`src/rtl/mem_pkg.sv`:
```
// Shared types and line-geometry helpers for the memory request arbiter.
package mem_pkg;

  localparam int unsigned ADDR_BITS  = 32;
  localparam int unsigned LINE_BYTES = 16;
  localparam int unsigned LINE_BITS  = 128;
  localparam int unsigned LAT_CNT_W  = 4;

  typedef enum logic [1:0] {
    ST_IDLE,
    ST_BUSY,
    ST_RESP
  } arb_state_t;

  typedef enum logic {
    SRC_DEMAND,
    SRC_PREFETCH
  } req_src_t;

  function automatic logic [ADDR_BITS-1:0] line_align(input logic [ADDR_BITS-1:0] addr);
    return addr & ~ADDR_BITS'(LINE_BYTES - 1);
  endfunction

endpackage

```
`src/rtl/mem_lat_counter.sv`:
```
// Loadable down-counter that times the memory access window; saturates at zero.
module mem_lat_counter
  import mem_pkg::*;
#(
  parameter int unsigned WIDTH = LAT_CNT_W
) (
  input  logic             clk,
  input  logic             rst,
  input  logic             i_load,
  input  logic [WIDTH-1:0] i_load_val,
  input  logic             i_dec,
  output logic             o_zero
);

  logic [WIDTH-1:0] r_count;

  always_ff @(posedge clk or posedge rst) begin
    if (rst) begin
      r_count <= '0;
    end else if (i_load) begin
      r_count <= i_load_val;
    end else if (i_dec && (r_count != '0)) begin
      r_count <= r_count - 1'b1;
    end
  end

  assign o_zero = (r_count == '0);

endmodule

```
`src/rtl/mem_req_arbiter.sv`:
```
// Demand/prefetch arbiter in front of a fixed-latency line memory.
// Demand wins ties; a demand read hitting the in-flight prefetch line is merged.
module mem_req_arbiter
  import mem_pkg::*;
#(
  parameter int unsigned LATENCY = 4
) (
  input  logic                 clk,
  input  logic                 rst,
  input  logic                 d_valid,
  output logic                 d_ready,
  input  logic [ADDR_BITS-1:0] d_addr,
  input  logic                 d_we,
  input  logic [LINE_BITS-1:0] d_wdata,
  input  logic                 p_valid,
  output logic                 p_ready,
  input  logic [ADDR_BITS-1:0] p_addr,
  output logic                 d_resp_valid,
  output logic [LINE_BITS-1:0] d_rdata,
  output logic                 p_resp_valid,
  output logic [LINE_BITS-1:0] p_rdata,
  output logic [ADDR_BITS-1:0] p_resp_addr,
  output logic [ADDR_BITS-1:0] mem_addr,
  output logic [LINE_BITS-1:0] mem_din,
  output logic                 mem_we,
  input  logic [LINE_BITS-1:0] mem_dout
);

  localparam logic [LAT_CNT_W-1:0] LOAD_VAL = LAT_CNT_W'(LATENCY - 1);

  arb_state_t           r_state;
  req_src_t             r_src;
  logic [ADDR_BITS-1:0] r_addr;
  logic                 r_we;
  logic [LINE_BITS-1:0] r_wdata;
  logic                 r_merged;
  logic                 r_armed;
  logic                 r_d_resp_valid;
  logic [LINE_BITS-1:0] r_d_rdata;
  logic                 r_p_resp_valid;
  logic [LINE_BITS-1:0] r_p_rdata;
  logic [ADDR_BITS-1:0] r_p_resp_addr;

  logic w_idle;
  logic w_busy;
  logic w_d_acc;
  logic w_p_acc;
  logic w_merge_acc;
  logic w_cnt_zero;
  logic w_last;
  logic w_d_served;

  // r_armed keeps both readies low until the first clock edge after reset.
  assign w_idle      = r_armed && (r_state == ST_IDLE);
  assign w_busy      = (r_state == ST_BUSY);
  assign w_d_acc     = w_idle && d_valid;
  assign w_p_acc     = w_idle && !d_valid && p_valid;
  assign w_merge_acc = w_busy && (r_src == SRC_PREFETCH) && !r_merged && d_valid && !d_we &&
                       (line_align(d_addr) == r_addr);
  assign w_last      = w_busy && w_cnt_zero;
  assign w_d_served  = (r_src == SRC_DEMAND) || r_merged || w_merge_acc;

  assign d_ready = w_idle || w_merge_acc;
  assign p_ready = w_idle && !d_valid;

  assign mem_addr = w_busy ? r_addr  : '0;
  assign mem_din  = w_busy ? r_wdata : '0;
  assign mem_we   = w_last && r_we;

  assign d_resp_valid = r_d_resp_valid;
  assign d_rdata      = r_d_rdata;
  assign p_resp_valid = r_p_resp_valid;
  assign p_rdata      = r_p_rdata;
  assign p_resp_addr  = r_p_resp_addr;

  mem_lat_counter #(
    .WIDTH (LAT_CNT_W)
  ) u_lat_cnt (
    .clk        (clk),
    .rst        (rst),
    .i_load     (w_d_acc || w_p_acc),
    .i_load_val (LOAD_VAL),
    .i_dec      (w_busy),
    .o_zero     (w_cnt_zero)
  );

  always_ff @(posedge clk or posedge rst) begin
    if (rst) begin
      r_state        <= ST_IDLE;
      r_src          <= SRC_DEMAND;
      r_addr         <= '0;
      r_we           <= 1'b0;
      r_wdata        <= '0;
      r_merged       <= 1'b0;
      r_armed        <= 1'b0;
      r_d_resp_valid <= 1'b0;
      r_d_rdata      <= '0;
      r_p_resp_valid <= 1'b0;
      r_p_rdata      <= '0;
      r_p_resp_addr  <= '0;
    end else begin
      r_armed <= 1'b1;
      case (r_state)
        ST_IDLE: begin
          if (w_d_acc) begin
            r_state  <= ST_BUSY;
            r_src    <= SRC_DEMAND;
            r_addr   <= line_align(d_addr);
            r_we     <= d_we;
            r_wdata  <= d_wdata;
            r_merged <= 1'b0;
          end else if (w_p_acc) begin
            r_state  <= ST_BUSY;
            r_src    <= SRC_PREFETCH;
            r_addr   <= line_align(p_addr);
            r_we     <= 1'b0;
            r_wdata  <= '0;
            r_merged <= 1'b0;
          end
        end
        ST_BUSY: begin
          if (w_merge_acc) begin
            r_merged <= 1'b1;
          end
          // A merge accepted on the final cycle still joins this response.
          if (w_cnt_zero) begin
            r_state        <= ST_RESP;
            r_d_resp_valid <= w_d_served;
            r_d_rdata      <= (w_d_served && !r_we) ? mem_dout : '0;
            r_p_resp_valid <= (r_src == SRC_PREFETCH);
            r_p_rdata      <= (r_src == SRC_PREFETCH) ? mem_dout : '0;
            r_p_resp_addr  <= (r_src == SRC_PREFETCH) ? r_addr : '0;
          end
        end
        ST_RESP: begin
          r_state        <= ST_IDLE;
          r_merged       <= 1'b0;
          r_d_resp_valid <= 1'b0;
          r_d_rdata      <= '0;
          r_p_resp_valid <= 1'b0;
          r_p_rdata      <= '0;
          r_p_resp_addr  <= '0;
        end
        default: r_state <= ST_IDLE;
      endcase
    end
  end

endmodule

```
`config.mk`:
```
export PLATFORM = sky130hd
export DESIGN_NAME = mem_req_arbiter
export DESIGN_NICKNAME = d
export VERILOG_FILES = /design/src/rtl/mem_pkg.sv /design/src/rtl/mem_lat_counter.sv /design/src/rtl/mem_req_arbiter.sv
export SDC_FILE = /design/constraint.sdc
export NUM_CORES = 1
export LEC_CHECK = 0
export CAP_MARGIN = 20
export CORE_AREA = 3 3 300 302
export CTS_BUF_LIST = sky130_fd_sc_hd__clkbuf_2 sky130_fd_sc_hd__clkbuf_4 sky130_fd_sc_hd__clkbuf_8
export CTS_CLUSTER_DIAMETER = 30
export DETAILED_ROUTE_END_ITERATION = 16
export DIE_AREA = 0 0 303 305
export PLACE_DENSITY_LB_ADDON = 0.08
export SLEW_MARGIN = 25
export SYNTH_ARGS = -nofsm -noshare
export SYNTH_HDL_FRONTEND = slang
export SYNTH_SLANG_ARGS = --single-unit
```
`constraint.sdc`:
```
create_clock -name clk -period 21.6 [get_ports clk]
set_input_delay 5.4 -clock clk [delete_from_list [all_inputs] [get_ports clk]]
set_output_delay 5.4 -clock clk [all_outputs]
set_load 0.005 [all_outputs]
```
# After elaboration in Yosys (flattened, before gate mapping)
# Index checks and enable logic that the tools add are counted.
totals:
  reg_bits: 460
  inputBits: 325
  out_inout_bits: 453
  elab_cells: 85
classes:
  n_addsub: 1
  n_eq_ne: 6
  n_mux: 32
  bitwise: 1
  reduce_logical: 32
op_table:
  columns: ["operator", "count"]
  rows:
  - ["two-way mux 128 bit", 7]
  - ["case mux 128 bit (2 select lines)", 2]
  - ["two-way mux 32 bit", 5]
  - ["case mux 32 bit (2 select lines)", 1]
  - ["equality test 32 bit", 1]
  - ["logical AND 1 bit", 13]
  - ["two-way mux 1 bit", 8]
  - ["two-way mux 4 bit", 2]
  - ["two-way mux 2 bit", 3]
  - ["AND reduction 2 bit", 3]
  - ["nonzero test 2 bit", 3]
  - ["logical NOT 1 bit", 4]
  - ["logical NOT 4 bit", 1]
  - ["logical OR 1 bit", 4]
  - ["inequality test 2 bit (second input constant)", 2]
  - ["case mux 1 bit (2 select lines)", 2]
  - ["case mux 2 bit (2 select lines)", 1]
  - ["nonzero test 4 bit", 1]
  - ["subtractor 4 x 1 -> 4 bit (second input constant)", 1]
  - ["inequality test 3 bit (second input constant)", 1]
  - ["case mux 1 bit (3 select lines)", 1]
  - ["AND reduction 3 bit", 1]
  - ["nonzero test 3 bit", 1]
  - ["equality test 2 x 1 -> 1 bit (second input constant)", 1]
  - ["3 further kinds", 3]

# Logic depth before layout (Yosys ltp)
logic_depth:
  depth_word: 11
  ltp_mapped: 10
  depth_no_buf: 7

# Modules after synthesis
# Synthesis repeated with hierarchy kept, for this count alone.
hier_totals:
  hier_cells: 1627
  hier_area_um2: 19014.5
modules_own_cells:
  columns: ["mod", "instances", "cells_each", "area_per_inst_um2"]
  rows:
  - ["mem_req_arbiter", 1, 1599, 18753.0]
  - ["mem_lat_counter", 1, 28, 261.5]

# Worst setup path after synthesis
# Ideal clock, no wire load.
synth_path:
  path_kind: "input port to output port"
  start: "input port d_addr[28]"
  end: "output port d_ready"
  arrival_time_ps: 6137
  required_time_ps: 16200
  setup_slack_ps: 10063
  cell_stages: 5
  n_path_buf: 0
  path_cell_list: "xnor2_1 > nand4_1 > nor4_1 > nand4_1 > nand2_1"
synth_via:
  elab_chain_len: 3
synth_lines:
  columns: ["item", "line", "text"]
  rows:
  - ["start: declaration", "mem_req_arbiter.sv:12", "input logic [ADDR_BITS-1:0] d_addr,"]
  - ["equality test 32 bit", "mem_req_arbiter.sv:59", "(line_align(d_addr) == r_addr);"]
  - ["logical AND 1 bit", "mem_req_arbiter.sv:58", "assign w_merge_acc = w_busy && (r_src == SRC_PREFETCH) && !r_merged && d_valid && !d_we &&"]
  - ["logical OR 1 bit", "mem_req_arbiter.sv:63", "assign d_ready = w_idle || w_merge_acc;"]
  - ["end: declaration", "mem_req_arbiter.sv:11", "output logic d_ready,"]
# No other way between the ends.

# Worst setup path in the final report
layout_path:
  start: "input port d_addr[5]"
  end: "output port d_ready"
# Same word-level chain as after synthesis.

==> flow_summary.json <==
{
  "outcome": "complete, no violations",
  "post_cts_resized": 0,
  "cellLeakagePower_nw": 12.95,
  "boundaryPins": 778,
  "cts_sinks": 452,
  "antenna_violations_before_repair": 12,
  "critical_path.endpoint_type": "primary output",
  "ir_worst_vdd_mv": 0.07548,
  "number_of_clock_buffers_inserted_by_tritoncts": 132,
  "mostFrequentLayoutCell": "clkdlybuf4s50_1",
  "number_of_synthesis_warnings": 0,
  "number_of_enable_flip_flop_cells_after_synthesis": 0,
  "timing.critical_path.cells": "clkdlybuf4s50_1 -> xnor2_1 -> nand4_1 -> nor4_1 -> nand4_1 -> nand2_1 -> clkdlybuf4s50_1",
  "nFillCells": 8844,
  "synth_flop_cell": "dfrtp_1",
  "dp.cells": 3156,
  "asyncSetResetFlopFracSynth_pct": 100.0,
  "drtAntennaViolNets": 0,
  "cell_type_group_with_the_largest_total_delay_on_the_critical_path": "simple AND/OR/NAND/NOR gates",
  "critical_path.max_stage_delay_ns": 0.54,
  "core_area_um2": 87970,
  "syn_area_per_cell_um2": 13.37,
  "synthCells": 1331,
  "synthToLayoutAreaGrowth_pct": 66.83,
  "fin_worst_hold_slack_ns": 0.4843,
  "avgRoutedWirePerCell_um": 22.47,
  "slew_headroom_pct": 32.12,
  "achievable-frequency_mhz": 76.07,
  "grt_use_total_pct": 15.99,
  "report.final.setup_viol": 0,
  "hold_violations": 0,
  "met1_usage_pct": 17.73,
  "grt_max_degree": 101,
  "cp_launch_type": "primary input",
  "ctsHoldBuffers": 0,
  "place.detailed.hpwl_mm": 53.31,
  "ctsHtreeMaxLevel": 4,
  "core.rowCount": 109,
  "dr_total_vias": 14640,
  "power.density_cell_area_nw_per_um2": 142.1,
  "cts-root-buf": "clkbuf_8",
  "combined_buffer_and_inverter_count_along_the_critical_path": 2,
  "post_layout_instance_count_excluding_filler_cells": 3399,
  "detail_route.wirelength_mm": 76.38,
  "global_route.usage.met2_pct": 27.14,
  "drt_iter0_markers": 716,
  "clock_tree.buffer_depth": 3,
  "vias_per_cell": 4.306,
  "cts_tree": "built",
  "ys_types": 38,
  "place.gp.congestion": 0.7786,
  "dieHeight_um": 305,
  "io_buffer_count": 761,
  "pre_cts_slack_ns": 8.397,
  "multiInputGateArea_um2": 5819,
  "netlist.area_leader.share_pct": 63.58,
  "grt_pass1_vias": 15740,
  "mostFrequentLayoutCells": "761 x clkdlybuf4s50_1, 452 x dfrtp_1, 413 x a22o_1",
  "drt-pass1-iter-count": 5,
  "global_routing_usage_on_met3_pct": 7.330,
  "timing.critical_path.slowest_stage_cell": "clkdlybuf4s50_1",
  "grt_setup_unrepaired": "false",
  "drc": 0,
  "seq_area_frac_synth_pct": 63.58,
  "fin_crit_sh_pct": 60.86,
  "grt.overflow.total": 0,
  "first_pass_grt_wire_length_mm": 109.8,
  "dieArea_um2": 92420,
  "crit_fanout": 3,
  "fin_nets": 2451,
  "synth_top_area_cell": "dfrtp_1",
  "min_delay_path_class": "reg -> reg",
  "syn-cell-area_um2": 17790,
  "min_period_ns": 13.15,
  "worst_pin_slew_ns": 1.018,
  "drive_gt1_share_pct": 11.98,
  "synth.ff_latch_count": 452,
  "cap_violations": 0,
  "minimum_setup_slack_in_the_final_design_ns": 8.455,
  "clock_skew_ns": 0.05301,
  "gr-max-usage-layer": "met2",
  "worstSkewPairLatency_ns": 0.76,
  "initial_utilization_pct": 20.22,
  "fp.dieW_um": 303,
  "regArea_um2": 11310,
  "finalMaxSlewViolations": 0,
  "synth.area.top_cells": "dfrtp_1 64%, a22o_1 20%, and2_1 5.6%",
  "timing.critical_path.required_ns": 16.20,
  "worstPathArrival_ns": 7.75,
  "clkTransAtPathRegs_ns": 0.04,
  "cts_setup_buffers": 0,
  "setup_total_negative_slack_ns": 0,
  "criticalPathCategory": "in -> out"
}
==> path summary, 6_finish.rpt <==
check,start,end,slack [ns],cells past startpoint
setup / recovery,d_addr[5],d_ready,8.46,7
hold / removal,p_resp_valid$_DFFE_PP0P_,p_resp_valid$_DFFE_PP0P_,0.48,1
setup reg to reg,u_lat_cnt.r_count[0]$_DFFE_PP0P_,p_rdata[115]$_DFFE_PP0P_,17.66,9
hold reg to reg,p_resp_valid$_DFFE_PP0P_,p_resp_valid$_DFFE_PP0P_,0.48,1
max in group asynchronous,rst,p_resp_addr[5]$_DFFE_PP0P_,13.03,6
min in group asynchronous,rst,r_wdata[74]$_DFFE_PP0P_,5.15,2
==> metal layers <==
metal | vias to the layer above | part of all wire (%)
met5 | - | 0.093
met4 | 10 | 2.0
met2 | 621 | 49
li1 | 6546 | -
met3 | 111 | 10
met1 | 7347 | 38
==> through the flow <==
step           total power [mW]  area (µm²)  util (%)
5_1_grt                   4.474       29670     33.73
2_1_floorplan             1.924       17820         -
3_3_place_gp              2.798       26370     29.97
3_5_place_dp              2.800       26390     30.00
4_1_cts                   4.308       29660     33.72
6_report                  4.218       29680     33.74
==> cells in the mapped netlist, types with 8 or more instances <==
cell type,n
nand2_1,40
and2_1,159
nor2_1,8
nand4_1,8
xnor2_1,26
buf_4,9
o21ai_0,30
buf_8,11
a22o_1,413
dfrtp_1,452
clkbuf_1,58
buf_2,46
mux2i_1,28
==> cell type report <==
| type | count | area share (%) |
|---|---|---|
| inverter | 5 | 0.08853 |
| clock buffer | 173 | 7.622 |
| clock inverter | 65 | 3.394 |
| multi-input combinational | 754 | 19.61 |
| tap | 1165 | 4.911 |
| sequential | 452 | 38.11 |
| antenna | 5 | 0.04216 |
| timing repair buffer | 780 | 26.23 |
==> sequential cells by signal (all words and copies together) (netlist names), 2 cells and up <==
signal	flops
d_rdata	128
p_rdata	128
p_resp_addr	28
u_lat_cnt.r_count	4
r_state	2
r_wdata	128
r_addr	28
==> power breakdown <==
group	total, mW	internal (mW)	switching (mW)	leakage [nW]
sequential	1.31	1.13	0.179	5.96
clock	1.46	0.975	0.483	1.69
combinational	1.45	0.819	0.628	5.31
==> logic make-up (layout without fill, tap and decap cells) <==
| logic type | count (synthesis) | after routing | share of synthesized area (%) |
|---|---|---|---|
| fa+ha+maj | 1 | 1 | 0.07032 |
| buf+inv | 132 | 1023 | 4.079 |
| mux | 28 | 28 | 1.575 |
| flops | 452 | 452 | 63.58 |
| simple gates | 236 | 236 | 7.729 |
| compound gates | 450 | 450 | 21.45 |
| xor+xnor | 30 | 30 | 1.477 |
| other cells | 2 | 14 | 0.04221 |
No activity file was read; power rests on OpenSTA's default activity.
